--- src/rtl/ps2_kb_rx_if.sv ---
// Byte handshake between the PS/2 receiver FIFO and the keyboard/screen driver.
// The receiver is the master: it presents the head byte and request, the driver returns the accept strobe.
interface ps2_kb_rx_if;
    logic [7:0] data_o;
    logic       wr_req_o;
    logic       wr_ack_n_i;

    modport master (output data_o, output wr_req_o, input wr_ack_n_i);
    modport slave  (input data_o, input wr_req_o, output wr_ack_n_i);
endinterface

--- src/rtl/ps2_kb_rx.sv ---
// PS/2 keyboard receiver: synchronise and filter the lines, decode 11-bit frames,
// and buffer good bytes in a small FIFO drained through an active-low accept strobe.
module ps2_kb_rx #(
    parameter int unsigned FILTER_LEN  = 8,
    parameter int unsigned TIMEOUT_CYC = 50000,
    parameter int unsigned FIFO_DEPTH  = 4
) (
    input  logic                          clk,
    input  logic                          rst,
    input  logic                          ps2_clk_i,
    input  logic                          ps2_data_i,
    ps2_kb_rx_if.master                   wr_if,
    output logic [$clog2(FIFO_DEPTH):0]   fifo_count_o,
    output logic                          frame_err_o,
    output logic                          overflow_o,
    input  logic                          ovf_clr_i
);
    localparam int unsigned FLT_W = $clog2(FILTER_LEN + 1);
    localparam int unsigned TMO_W = $clog2(TIMEOUT_CYC);
    localparam int unsigned PTR_W = $clog2(FIFO_DEPTH);
    localparam int unsigned CNT_W = PTR_W + 1;
    localparam logic [FLT_W-1:0] FLT_LAST = FLT_W'(FILTER_LEN - 1);
    localparam logic [TMO_W-1:0] TMO_LAST = TMO_W'(TIMEOUT_CYC - 1);
    localparam logic [CNT_W-1:0] CNT_FULL = CNT_W'(FIFO_DEPTH);

    typedef enum logic [1:0] {IDLE, DATA, PARITY, STOP} state_t;

    // Index 0 = PS/2 clock, index 1 = PS/2 data
    logic [1:0]       sync1_q, sync1_d, sync2_q, sync2_d, flt_q, flt_d;
    logic [FLT_W-1:0] fcnt_q [2];
    logic [FLT_W-1:0] fcnt_d [2];
    logic             clk_prev_q, clk_prev_d;
    logic             fe, dbit;

    state_t           state_q, state_d;
    logic [2:0]       bit_cnt_q, bit_cnt_d;
    logic [7:0]       shreg_q, shreg_d;
    logic             par_q, par_d;
    logic [TMO_W-1:0] tmo_q, tmo_d;
    logic             err_q, err_d;
    logic             push_q, push_d;

    logic [7:0]       mem_q [FIFO_DEPTH];
    logic [7:0]       mem_d [FIFO_DEPTH];
    logic [PTR_W-1:0] wr_ptr_q, wr_ptr_d, rd_ptr_q, rd_ptr_d;
    logic [CNT_W-1:0] count_q, count_d;
    logic             ovf_q, ovf_d;
    logic             empty, full, pop, wr, drop;

    always_comb begin
        sync1_d    = {ps2_data_i, ps2_clk_i};
        sync2_d    = sync1_q;
        flt_d      = flt_q;
        clk_prev_d = flt_q[0];
        for (int unsigned i = 0; i < 2; i++) begin
            fcnt_d[i] = '0;
            if (sync2_q[i] != flt_q[i]) begin
                if (fcnt_q[i] == FLT_LAST) flt_d[i] = sync2_q[i];
                else                       fcnt_d[i] = fcnt_q[i] + 1'b1;
            end
        end
    end

    assign fe   = clk_prev_q & ~flt_q[0];
    assign dbit = flt_q[1];

    always_comb begin
        state_d   = state_q;
        bit_cnt_d = bit_cnt_q;
        shreg_d   = shreg_q;
        par_d     = par_q;
        tmo_d     = tmo_q + 1'b1;
        err_d     = 1'b0;
        push_d    = 1'b0;
        if (state_q == IDLE || fe) tmo_d = '0;
        if (fe) begin
            case (state_q)
                IDLE: begin
                    if (!dbit) begin
                        state_d   = DATA;
                        bit_cnt_d = '0;
                    end else begin
                        err_d = 1'b1;
                    end
                end
                DATA: begin
                    shreg_d[bit_cnt_q] = dbit;
                    if (bit_cnt_q == 3'd7) state_d = PARITY;
                    else                   bit_cnt_d = bit_cnt_q + 1'b1;
                end
                PARITY: begin
                    par_d   = dbit;
                    state_d = STOP;
                end
                default: begin
                    state_d = IDLE;
                    if (dbit && (^{shreg_q, par_q})) push_d = 1'b1;
                    else                             err_d  = 1'b1;
                end
            endcase
        end else if (state_q != IDLE && tmo_q == TMO_LAST) begin
            state_d = IDLE;
            err_d   = 1'b1;
            tmo_d   = '0;
        end
    end

    // shreg_q stays untouched in IDLE, so the pushed byte is read straight from it
    always_comb begin
        empty    = (count_q == '0);
        full     = (count_q == CNT_FULL);
        pop      = !empty && !wr_if.wr_ack_n_i;
        wr       = push_q && (!full || pop);
        drop     = push_q && full && !pop;
        mem_d    = mem_q;
        if (wr) mem_d[wr_ptr_q] = shreg_q;
        wr_ptr_d = wr_ptr_q + PTR_W'(wr);
        rd_ptr_d = rd_ptr_q + PTR_W'(pop);
        case ({wr, pop})
            2'b10:   count_d = count_q + 1'b1;
            2'b01:   count_d = count_q - 1'b1;
            default: count_d = count_q;
        endcase
        ovf_d = drop | (ovf_q & ~ovf_clr_i);
    end

    always_ff @(posedge clk) begin
        if (rst) begin
            sync1_q    <= '1;
            sync2_q    <= '1;
            flt_q      <= '1;
            fcnt_q     <= '{default: '0};
            clk_prev_q <= 1'b1;
            state_q    <= IDLE;
            bit_cnt_q  <= '0;
            shreg_q    <= '0;
            par_q      <= 1'b0;
            tmo_q      <= '0;
            err_q      <= 1'b0;
            push_q     <= 1'b0;
            mem_q      <= '{default: '0};
            wr_ptr_q   <= '0;
            rd_ptr_q   <= '0;
            count_q    <= '0;
            ovf_q      <= 1'b0;
        end else begin
            sync1_q    <= sync1_d;
            sync2_q    <= sync2_d;
            flt_q      <= flt_d;
            fcnt_q     <= fcnt_d;
            clk_prev_q <= clk_prev_d;
            state_q    <= state_d;
            bit_cnt_q  <= bit_cnt_d;
            shreg_q    <= shreg_d;
            par_q      <= par_d;
            tmo_q      <= tmo_d;
            err_q      <= err_d;
            push_q     <= push_d;
            mem_q      <= mem_d;
            wr_ptr_q   <= wr_ptr_d;
            rd_ptr_q   <= rd_ptr_d;
            count_q    <= count_d;
            ovf_q      <= ovf_d;
        end
    end

    assign wr_if.wr_req_o = !empty;
    assign wr_if.data_o   = mem_q[rd_ptr_q];
    assign fifo_count_o   = count_q;
    assign frame_err_o    = err_q;
    assign overflow_o     = ovf_q;
endmodule

--- src/flat_wrapper.sv ---
// flat-port wrapper written by rule: the top's interface ports become plain ports
module ps2_kb_rx_flat 
#(
    parameter int unsigned FILTER_LEN  = 8,
    parameter int unsigned TIMEOUT_CYC = 50000,
    parameter int unsigned FIFO_DEPTH  = 4
)
  (clk, rst, ps2_clk_i, ps2_data_i, fifo_count_o, frame_err_o, overflow_o, ovf_clr_i, wr_if_data_o, wr_if_wr_req_o, wr_if_wr_ack_n_i);
  ps2_kb_rx_if wr_if_i ();
  input  logic clk;
  input  logic rst;
  input  logic ps2_clk_i;
  input  logic ps2_data_i;
  output logic [$clog2(FIFO_DEPTH):0] fifo_count_o;
  output logic frame_err_o;
  output logic overflow_o;
  input  logic ovf_clr_i;
  output wire logic [$bits(wr_if_i.data_o)-1:0] wr_if_data_o;
  output wire logic [$bits(wr_if_i.wr_req_o)-1:0] wr_if_wr_req_o;
  input wire logic [$bits(wr_if_i.wr_ack_n_i)-1:0] wr_if_wr_ack_n_i;
  assign wr_if_data_o = wr_if_i.data_o;
  assign wr_if_wr_req_o = wr_if_i.wr_req_o;
  assign wr_if_i.wr_ack_n_i = wr_if_wr_ack_n_i;
  ps2_kb_rx #(.FILTER_LEN(FILTER_LEN), .TIMEOUT_CYC(TIMEOUT_CYC), .FIFO_DEPTH(FIFO_DEPTH)) u_core (.clk(clk), .rst(rst), .ps2_clk_i(ps2_clk_i), .ps2_data_i(ps2_data_i), .wr_if(wr_if_i), .fifo_count_o(fifo_count_o), .frame_err_o(frame_err_o), .overflow_o(overflow_o), .ovf_clr_i(ovf_clr_i));
endmodule
--- config.mk ---
export PLATFORM = sky130hd
export DESIGN_NAME = ps2_kb_rx_flat
export DESIGN_NICKNAME = d
export VERILOG_FILES = /design/src/rtl/ps2_kb_rx_if.sv /design/src/rtl/ps2_kb_rx.sv /design/src/flat_wrapper.sv
export SDC_FILE = /design/constraint.sdc
export NUM_CORES = 1
export LEC_CHECK = 0
export CORE_MARGIN = 5
export CORE_UTILIZATION = 59
export CTS_CLUSTER_SIZE = 20
export DETAILED_ROUTE_END_ITERATION = 16
export GPL_ROUTABILITY_DRIVEN = 1
export PLACE_DENSITY = 0.81
export SYNTH_ARGS = -nofsm -noshare
export SYNTH_HDL_FRONTEND = slang
export SYNTH_SLANG_ARGS = --single-unit
--- constraint.sdc ---
create_clock -name clk -period 2.5 [get_ports clk]
set_input_delay 0.25 -clock clk [delete_from_list [all_inputs] [get_ports clk]]
set_output_delay 0.25 -clock clk [all_outputs]
set_load 0.1 [all_outputs]
==> flow_summary.json <==
{
  "status": "finished clean",
  "cts.repair.resized": 0,
  "rows": 29,
  "p_clk_frac": 0.449,
  "synth_area_per_cell_um2": 9.84,
  "yosys_register_bits": 87,
  "p_leak_nw": 1.84,
  "p_switching_mw": 0.538,
  "seq_power_share": 0.540,
  "slew_headroom": 0.581,
  "syn_to_final_growth_pct": 11.7,
  "wl_met2_um": 3210,
  "multi_input_area_um2": 2020,
  "peakVddDrop_mv": 0.415,
  "slew_violations": 0,
  "clock-root-buffer": "clkbuf_8",
  "cts_buffer_depth": 2,
  "overflow": 0,
  "start_util": 0.609,
  "clk_pin_slew_worst_paths_ns": 0.09,
  "regArea_um2": 1750,
  "highest_layer": "met4",
  "grt_pass1_vias": 2688,
  "netSwitchingFraction": 0.209,
  "dieArea_um2": 8310,
  "hold_viol": 0,
  "netlist_area_um2": 3890,
  "cts_tree": "built",
  "wl_met1_um": 3300,
  "layout_commonest_cell": "dfxtp_1",
  "synth.distinct_cells": 50,
  "grt_pass1_wl_um": 12100,
  "finish.net_count": 428,
  "place.detailed.hpwl_um": 4780,
  "cts_hold_buf": 0,
  "die_h_um": 91.2,
  "grt_max_degree": 52,
  "yosysTopAreaCell": "dfxtp_1",
  "numCtsBuffers": 9,
  "setup_tns_ns": 0,
  "drc": 0,
  "n_antenna_cell": 0,
  "grt_antenna_before_repair": 0,
  "crit_family": "flip-flops",
  "viasPerCell": 5.63,
  "final.setup_skew_ns": 0.00918,
  "max_stage_delay_ns": 0.73,
  "hold_path_class": "primary input to flip-flop",
  "portBuffers": 19,
  "crit_chain": "mux4_2 > buf_4",
  "power-per-cell-area_nw_per_um2": 592,
  "synth.top_cell.area_share": 0.448,
  "syn_nets": 414,
  "syn_inst": 395,
  "drive_above_1_share": 0.157,
  "firstDrtPassIters": 4,
  "min_from": "rst",
  "crit_type": "flip-flop to output port",
  "combPwrFrac": 0.012,
  "power_mw": 2.57,
  "p_int_mw": 2.03,
  "clock_latency_ns": 0.36,
  "io_pins": 20,
  "startpoint_type": "flip-flop",
  "cts_setup_buffers": 0,
  "place_congestion": 0.806,
  "wl_met3_um": 261,
  "cts_sinks": 87,
  "period_minus_slack_ns": 2.19,
  "drv_cap": 0,
  "cp.arrival_ns": 1.94,
  "seq_area_frac_synth": 0.448,
  "final_cell_mix": "84 x dfxtp_1, 66 x nor2_1, 38 x mux2i_1",
  "wl_per_cell_um": 14.1,
  "worst_pin_slew_ns": 0.627,
  "rr_startpoint": "u_core.fifo_count_o[0]$_SDFFE_PP0P_",
  "period_share": 0.877,
  "drtIter0Drc": 132,
  "crit_buf_inv": 1,
  "synthTopCellsByArea": "dfxtp_1 45%, mux2i_1 9.8%, nor2_1 6.4%",
  "h-tree-depth": 3,
  "cp.required_ns": 2.25,
  "rsz0062_at_grt": "false",
  "slowest_stage": "dfxtp_1",
  "ant_nets": 0,
  "crit_path_end_kind": "output port",
  "ys_warn_count": 0,
  "die_w_um": 91.2,
  "num-fill-cells": 497,
  "crit_path_max_fanout": 9,
  "track_usage": 0.178,
  "max_freq_ghz": 0.456,
  "core_area_um2": 6390,
  "drt-total-wl_um": 6900,
  "num_vias": 2764,
  "cp-startpoint": "u_core.rd_ptr_q[0]$_SDFF_PP0_",
  "setup_violations": 0
}
cells in the mapped netlist, drive strengths merged:
cell / number
nor4bb: 2
o2111ai: 1
a31oi: 1
or4: 3
or4b: 1
and2: 2
nor2: 66
nand4: 7
nand2b: 2
nor2b: 7
and4bb: 1
o31ai: 4
ha: 12
or3: 8
nor4: 1
nand4bb: 1
xor2: 11
nand3b: 2
a21oi: 15
and4: 2
o21ai: 7
buf: 10
nor3: 3
or2: 7
nor4b: 2
mux4: 8
and3: 4
nor3b: 2
xnor2: 14
fa: 1
or3b: 1
nand3: 9
a211o: 2
mux2i: 38
inv: 11
dfxtp: 87
o311a: 1
xnor3: 1
nand2: 22
and4b: 2
nand4b: 3
clkbuf: 11
cells by family (layout without fill, tap and decap cells):
logic type,Yosys count,in the layout,share of synthesized area
fa+ha+maj,13,13,0.0438
compound gates,31,31,0.0470
simple gates,160,160,0.221
xor+xnor,26,26,0.0621
flops,87,87,0.448
buf+inv,32,51,0.0338
mux,46,46,0.144
final timing paths:
path	slack [ns]	to	cells past startpoint
min	0.25	u_core.par_q$_SDFFE_PP0P_	2
max reg2reg	0.49	u_core.fifo_count_o[2]$_SDFFE_PP0P_	8
max	0.31	wr_if_data_o[7]	2
min reg2reg	0.42	u_core.sync2_q[0]$_SDFF_PP1_	1
sequential cells by signal (all words and copies together) (netlist names), 2 cells and up:
name and flops:
u_core.mem_q 32, u_core.flt_q 2, u_core.fcnt_q 8, u_core.rd_ptr_q 2, u_core.sync1_q 2, u_core.wr_ptr_q 2, u_core.sync2_q 2, u_core.bit_cnt_q 3
u_core.state_q 2, u_core.shreg_q 8, u_core.fifo_count_o 3, u_core.tmo_q 16
layout make-up:
type                    count  share of cell area
well taps                  77              0.0222
clock buffers              10              0.0343
inverters                  11             0.00951
multi-input cells         276               0.465
flip-flops and latches     87               0.404
clock inverters             6              0.0219
repair buffers             24              0.0432
worst register-to-register path, cell delays in order (launching register included):
cell     delay (ns)
dfxtp_4        0.38
or3_4          0.12
nor2b_1        0.19
ha_1           0.21
inv_1          0.06
fa_1           0.38
xor2_1         0.16
or3_1          0.31
a21oi_1        0.13
power groups by stage:
stage / Sequential, mW / Combinational, mW / Clock [mW]
4_1_cts: 1.39 / 0.0304 / 1.18
3_3_place_gp: 1.42 / 0.0300 / 0
3_5_place_dp: 1.42 / 0.0303 / 0
2_1_floorplan: 1.42 / 0.0189 / 0
5_1_grt: 1.39 / 0.0332 / 1.24
6_report: 1.39 / 0.0300 / 1.15
per-layer routing:
layer / vias up / track usage
met1: 1305 / 0.230
met2: 51 / 0.283
met5: - / 0
li1: 1394 / -
met4: 0 / 0.0844
met3: 14 / 0.0380
through the flow:
stage / utilization / instance area (um^2) / hold slack [ns] / setup slack [ns] / instances
2_1_floorplan: - / 3900 / 0.354 / 0.122 / 395
3_3_place_gp: 0.641 / 4100 / 0.393 / 0.296 / 475
3_5_place_dp: 0.641 / 4100 / 0.397 / 0.205 / 475
4_1_cts: 0.680 / 4340 / 0.249 / 0.273 / 491
5_1_grt: 0.680 / 4340 / 0.267 / 0.192 / 491
6_report: 0.680 / 4340 / 0.253 / 0.308 / 491
No activity file was read; power rests on OpenSTA's default activity.
